**config.mk**
```make
export PLATFORM = sky130hd
export DESIGN_NAME = uart_cmd_sequencer
export DESIGN_NICKNAME = d
export VERILOG_FILES = /design/src/rtl/uart_cmd_sequencer.sv
export SDC_FILE = /design/constraint.sdc
export NUM_CORES = 1
export LEC_CHECK = 0
export CAP_MARGIN = 20
export CORE_ASPECT_RATIO = 2
export CORE_MARGIN = 3
export CORE_UTILIZATION = 31
export DETAILED_ROUTE_END_ITERATION = 10
export HOLD_SLACK_MARGIN = 0.08
export PLACE_DENSITY_LB_ADDON = 0.2
export SYNTH_ARGS = -nofsm -noshare
export SYNTH_HDL_FRONTEND = slang
export SYNTH_SLANG_ARGS = --single-unit
```
**constraint.sdc**
```tcl
create_clock -name clock -period 3.7 [get_ports clock]
set_clock_uncertainty 0.2 [all_clocks]
set_input_delay 0.555 -clock clock [delete_from_list [all_inputs] [get_ports clock]]
set_output_delay 0.555 -clock clock [all_outputs]
set_load 0.01 [all_outputs]
```
**src/rtl/uart_cmd_sequencer.sv**
```systemverilog
// uart_cmd_sequencer
// Parses ASCII frames "<A><op><B><term>" arriving byte-by-byte from the UART
// receiver and hands one decoded command to the calculator core over a
// valid/ready handshake. Malformed or overlong frames are discarded with a
// one-cycle frame_error_o pulse.
// Optional feature: define UART_CMD_TIMEOUT_EN to discard a frame whose
// next byte does not arrive within TIMEOUT_MS milliseconds.
module uart_cmd_sequencer #(
    parameter int OPERAND_WIDTH   = 16,
    parameter int MAX_DIGITS      = 4,
    parameter int CLOCK_FREQUENCY = 50000000,
    parameter int TIMEOUT_MS      = 100
) (
    input  logic                     clock,
    input  logic                     reset_n,
    input  logic [7:0]               byte_data_i,
    input  logic                     byte_ready_i,
    output logic                     cmd_valid_o,
    input  logic                     cmd_ready_i,
    output logic [OPERAND_WIDTH-1:0] operand_a_o,
    output logic [OPERAND_WIDTH-1:0] operand_b_o,
    output logic [1:0]               opcode_o,
    output logic                     frame_error_o,
    output logic                     busy_o
);

    localparam int CNT_WIDTH = $clog2(MAX_DIGITS + 1);

    typedef enum logic [1:0] {
        IDLE  = 2'd0,
        OPA   = 2'd1,
        OPB   = 2'd2,
        ISSUE = 2'd3
    } state_t;

    state_t                   state_q, state_d;
    logic [OPERAND_WIDTH-1:0] accA_q, accA_d;
    logic [OPERAND_WIDTH-1:0] accB_q, accB_d;
    logic [CNT_WIDTH-1:0]     cnt_q, cnt_d;
    logic [1:0]               opPending_q, opPending_d;
    logic [1:0]               opcode_q, opcode_d;
    logic [OPERAND_WIDTH-1:0] operandA_q, operandA_d;
    logic [OPERAND_WIDTH-1:0] operandB_q, operandB_d;
    logic                     cmdValid_q, cmdValid_d;
    logic                     frameError_q, frameError_d;

`ifdef UART_CMD_TIMEOUT_EN
    localparam int TIMEOUT_LIMIT = CLOCK_FREQUENCY / 1000 * TIMEOUT_MS;
    localparam int TIMER_WIDTH   = $clog2(TIMEOUT_LIMIT + 1);
    logic [TIMER_WIDTH-1:0] timer_q, timer_d;
`endif

    logic                     isDigit;
    logic                     isOp;
    logic                     isTerm;
    logic                     isSpace;
    logic [1:0]               opFromByte;
    logic [OPERAND_WIDTH-1:0] digitVal;
    logic [OPERAND_WIDTH-1:0] accANext;
    logic [OPERAND_WIDTH-1:0] accBNext;
    logic                     cntFull;

    // Classify the incoming byte and precompute the decimal shift-in for both accumulators
    always_comb begin
        isDigit    = (byte_data_i >= 8'h30) && (byte_data_i <= 8'h39);
        isSpace    = (byte_data_i == 8'h20);
        isTerm     = (byte_data_i == 8'h0D) || (byte_data_i == 8'h3D);
        isOp       = 1'b1;
        opFromByte = 2'd0;
        case (byte_data_i)
            8'h2B:   opFromByte = 2'd0;
            8'h2D:   opFromByte = 2'd1;
            8'h2A:   opFromByte = 2'd2;
            8'h2F:   opFromByte = 2'd3;
            default: isOp = 1'b0;
        endcase
        // the low nibble of an ASCII digit is its value; multiply-by-ten wraps silently
        digitVal = {{(OPERAND_WIDTH-4){1'b0}}, byte_data_i[3:0]};
        accANext = (accA_q << 3) + (accA_q << 1) + digitVal;
        accBNext = (accB_q << 3) + (accB_q << 1) + digitVal;
        cntFull  = (cnt_q == CNT_WIDTH'(MAX_DIGITS));
    end

    // Next-state logic: frame parsing, command issue and the discard path
    always_comb begin
        state_t procState;
        logic   discard;

        state_d      = state_q;
        accA_d       = accA_q;
        accB_d       = accB_q;
        cnt_d        = cnt_q;
        opPending_d  = opPending_q;
        opcode_d     = opcode_q;
        operandA_d   = operandA_q;
        operandB_d   = operandB_q;
        cmdValid_d   = cmdValid_q;
        frameError_d = 1'b0;
        procState    = state_q;
        discard      = 1'b0;

        // a completing handshake lets a same-cycle byte start the next frame
        if (state_q == ISSUE && cmdValid_q && cmd_ready_i) begin
            cmdValid_d = 1'b0;
            state_d    = IDLE;
            procState  = IDLE;
        end

        if (byte_ready_i && !isSpace) begin
            case (procState)
                IDLE: begin
                    if (isDigit) begin
                        accA_d  = digitVal;
                        cnt_d   = CNT_WIDTH'(1);
                        state_d = OPA;
                    end else begin
                        discard = 1'b1;
                    end
                end
                OPA: begin
                    if (isDigit) begin
                        if (cntFull) begin
                            discard = 1'b1;
                        end else begin
                            accA_d = accANext;
                            cnt_d  = cnt_q + CNT_WIDTH'(1);
                        end
                    end else if (isOp) begin
                        opPending_d = opFromByte;
                        cnt_d       = '0;
                        accB_d      = '0;
                        state_d     = OPB;
                    end else begin
                        discard = 1'b1;
                    end
                end
                OPB: begin
                    if (isDigit) begin
                        if (cntFull) begin
                            discard = 1'b1;
                        end else begin
                            accB_d = accBNext;
                            cnt_d  = cnt_q + CNT_WIDTH'(1);
                        end
                    end else if (isTerm && cnt_q != '0) begin
                        operandA_d = accA_q;
                        operandB_d = accB_q;
                        opcode_d   = opPending_q;
                        cmdValid_d = 1'b1;
                        state_d    = ISSUE;
                    end else begin
                        discard = 1'b1;
                    end
                end
                ISSUE: begin
                    // pending command is kept; only the stray byte is reported
                    frameError_d = 1'b1;
                end
                default: begin
                    discard = 1'b1;
                end
            endcase
        end

`ifdef UART_CMD_TIMEOUT_EN
        // the gap timer only runs while a frame is partially received
        if (state_q == OPA || state_q == OPB) begin
            if (byte_ready_i) begin
                timer_d = '0;
            end else if (timer_q == TIMER_WIDTH'(TIMEOUT_LIMIT)) begin
                timer_d = '0;
                discard = 1'b1;
            end else begin
                timer_d = timer_q + TIMER_WIDTH'(1);
            end
        end else begin
            timer_d = '0;
        end
`endif

        if (discard) begin
            frameError_d = 1'b1;
            state_d      = IDLE;
            accA_d       = '0;
            accB_d       = '0;
            cnt_d        = '0;
`ifdef UART_CMD_TIMEOUT_EN
            timer_d      = '0;
`endif
        end
    end

    // State and output registers with synchronous active-low reset
    always_ff @(posedge clock) begin
        if (!reset_n) begin
            state_q      <= IDLE;
            accA_q       <= '0;
            accB_q       <= '0;
            cnt_q        <= '0;
            opPending_q  <= '0;
            opcode_q     <= '0;
            operandA_q   <= '0;
            operandB_q   <= '0;
            cmdValid_q   <= 1'b0;
            frameError_q <= 1'b0;
`ifdef UART_CMD_TIMEOUT_EN
            timer_q      <= '0;
`endif
        end else begin
            state_q      <= state_d;
            accA_q       <= accA_d;
            accB_q       <= accB_d;
            cnt_q        <= cnt_d;
            opPending_q  <= opPending_d;
            opcode_q     <= opcode_d;
            operandA_q   <= operandA_d;
            operandB_q   <= operandB_d;
            cmdValid_q   <= cmdValid_d;
            frameError_q <= frameError_d;
`ifdef UART_CMD_TIMEOUT_EN
            timer_q      <= timer_d;
`endif
        end
    end

    assign cmd_valid_o   = cmdValid_q;
    assign operand_a_o   = operandA_q;
    assign operand_b_o   = operandB_q;
    assign opcode_o      = opcode_q;
    assign frame_error_o = frameError_q;
    assign busy_o        = (state_q != IDLE);

endmodule

```
==> results.sh <==
export IMPL_status="completed"
export IMPL_cp_arrival_ns=3.55
export IMPL_setup_slack_ns=0.207
export IMPL_ys_ff_latch=75
export IMPL_setup_tns_ns=0
export IMPL_yosys_warnings=0
export IMPL_io_buffers=48
export IMPL_cts_max_path_buffers=2
export IMPL_power_leakage_uw=0.00232
export IMPL_synth_top_family_by_area="compound AO/OA/AOI/OAI gates"
export IMPL_clk_latency_ns=0.33
export IMPL_setup_viol_count_final=0
export IMPL_synthesis_nets=654
export IMPL_peakVddDrop_uv=201
export IMPL_core_um2=14900
export IMPL_synth_compound_area_share_pct=23.6
export IMPL_cts_buffers=9
export IMPL_syn_area_um2=4730
export IMPL_rsz0062_at_grt="no"
export IMPL_io_pins=49
export IMPL_nNetsFinal=713
export IMPL_synth_seq_area_share_pct=31.7
export IMPL_critical_path_startpoint="byte_data_i[3]"
export IMPL_rows=63
export IMPL_gp_congestion=0.831
export IMPL_async_reset_ff_share_pct=0
export IMPL_drive_gt1_share_pct=7.61
export IMPL_drt_iter0_markers=153
export IMPL_root_buffer="clkbuf_16"
export IMPL_synthCells=580
export IMPL_antenna_found_initial=0
export IMPL_overflow=0
export IMPL_dr_pass1_iters=5
export IMPL_synth_area_mux_share_pct=2.04
export IMPL_worstHoldStart="operand_b_o[7]"
export IMPL_worstSetupEndpointType="register"
export IMPL_die_x_um=93.4
export IMPL_area_growth_pct=23.0
export IMPL_cts_hold_buf=0
export IMPL_r2r_start="accA_q[0]"
export IMPL_routed_via_count=4395
export IMPL_cts_clk_slew_worst_paths_ns=0.06
export IMPL_maxSlewViolCount=0
export IMPL_crit_path_max_fanout=2
export IMPL_initial_utilization_pct=31.8
export IMPL_final_hold_viol_count=0
export IMPL_rrSetupSlack_ns=0.65
export IMPL_grt_pass1_vias=4546
export IMPL_clock_sinks=75
export IMPL_wl_um=13100
export IMPL_drc_errors=0
export IMPL_dieArea_um2=16900
export IMPL_tritoncts="built"
export IMPL_avgSynthCellArea_um2=8.16
export IMPL_start_kind="input port"
export IMPL_synth_main_ff_cell="dfxtp_1"
export IMPL_via_per_inst=5.24
export IMPL_hp_class="register to register"
export IMPL_synthSimpleGateAreaFrac_pct=19.3
export IMPL_die_h_um=181
export IMPL_dp_hpwl_um=10000
export IMPL_antenna_left=0
export IMPL_worst_setup_path_type="input port to register"
export IMPL_dp_worst_setup_slack_ns=-0.257
export IMPL_placed_area_um2=5520
export IMPL_power_density_nw_per_um2=304
export IMPL_max_cap_viol_count=0
export IMPL_fin_crit_ns=3.49
export IMPL_yosys_area_share_xor_xnor_pct=1.85
export IMPL_synthAdderAreaFrac_pct=17.0
export IMPL_final_area_um2=5820
export IMPL_max_freq_ghz=0.286
export IMPL_worstMarginPinSlew_ns=0.788
export IMPL_postCtsSetupBuffers=0
export IMPL_wl_per_cell_um=15.6
export IMPL_grt_pass1_wl_um=21900
export IMPL_synth_edf_count=0
export IMPL_fin_crit_sh_pct=94.4
export IMPL_slew_headroom_pct=46.7
export IMPL_required_ns=3.76
export IMPL_ys_types=60
export IMPL_grt_usage_pct=16.2
export IMPL_antennaDiodeCount=0
export IMPL_grt_max_degree=39
export IMPL_fin_util_pct=39.1
export IMPL_htreeDepth=3
==> through the flow <==
stage / hold slack (ns) / power (uW) / cells
after floorplan: 0.231 / 869 / 580
after global placement: 0.240 / 903 / 823
after detailed placement: 0.246 / 905 / 823
after CTS: 0.254 / 1790 / 839
after global routing: 0.268 / 1830 / 839
final: 0.251 / 1770 / 839
==> worst paths after layout <==
path	end	cells after the start
worst max-delay path	accA_q[14]	11
worst min-delay path	operand_b_o[7]	2
worst max register to register	accA_q[14]	10
worst min register to register	operand_b_o[7]	2
==> power by group <==
group / switching, uW / total [uW] / leakage, uW / internal [uW]
clock: 344 / 884 / 0.000139 / 540
combinational: 47.1 / 77.0 / 0.00158 / 29.9
sequential: 0.606 / 809 / 0.000604 / 808
total: 392 / 1770 / 0.00232 / 1380
==> what timing repair did <==
item | in CTS | in global routing
endpoints found under the setup margin | 0 | 2
hold endpoints to repair | 0 | 0
resized for setup | 0 | 2
==> metal layers <==
layer / vias up / GRT usage, % / share of wire, %
li1: 2204 / - / -
met1: 2112 / 16.2 / 37
met2: 58 / 32.4 / 58
met3: 21 / 1.96 / 1.6
met4: 0 / 6.58 / 2.6
met5: - / 0 / 0
==> registers in the layout (all words and copies together) (netlist names) <==
signal / cells
accA_q: 16
accB_q: 16
operand_a_o: 16
operand_b_o: 16
cnt_q: 3
opPending_q: 2
opcode_o: 2
state_q: 2
cmd_valid_o: 1
frame_error_o: 1
==> cell usage after synthesis (all sizes together), types with 4 or more instances <==
library cell,instances,area (um2)
o21ai,25,129
nand4,5,31.3
a31oi,10,62.6
ha,58,726
o21a,6,45.0
and2,6,37.5
inv,24,90.1
nand2b,4,25.0
a211oi,16,120
nor3,5,25.0
mux2i,7,70.1
dfxtp,75,1500
buf,13,83.8
or4,4,30.0
a21oi,64,320
fa,4,80.1
nor2,51,196
nand3,9,45.0
a21o,12,90.1
clkbuf,10,37.5
a22oi,10,75.1
xnor2,8,70.1
nor2b,5,31.3
or3,4,30.0
nand2,100,375
==> final cells by class <==
type / count / area [um2]
clock buffer: 12 / 246
clock inverter: 4 / 50.0
fill: 1546 / 9070
inverter: 24 / 90.1
multi-input combinational: 458 / 3030
sequential: 75 / 1500
tap: 195 / 244
timing repair buffer: 71 / 666
==> layout by cell type, fill, tap and decap left out, types with 15 or more instances in the layout <==
cell / Yosys / routed
a211oi_1: 16 / 15
a21oi_1: 64 / 64
buf_4: 5 / 22
clkdlybuf4s50_1: 0 / 48
dfxtp_1: 75 / 75
ha_1: 58 / 58
inv_1: 24 / 24
nand2_1: 100 / 100
nor2_1: 49 / 49
o21ai_0: 23 / 22
==> logic make-up after synthesis <==
group	after synthesis
compound gates	172
xor+xnor	10
fa+ha+maj	62
buf+inv	47
flops	75
mux	9
simple gates	205
==> worst max-delay path, stage by stage <==
cell	delay [ns]
clkdlybuf4s50_1	0.54
inv_1	0.12
fa_1	0.54
inv_1	0.07
fa_1	0.45
a211oi_2	0.29
o211ai_1	0.16
a31oi_1	0.21
nor2_1	0.07
or4_1	0.39
a31oi_1	0.16
Note: power is estimated with default switching activity, not from simulation.
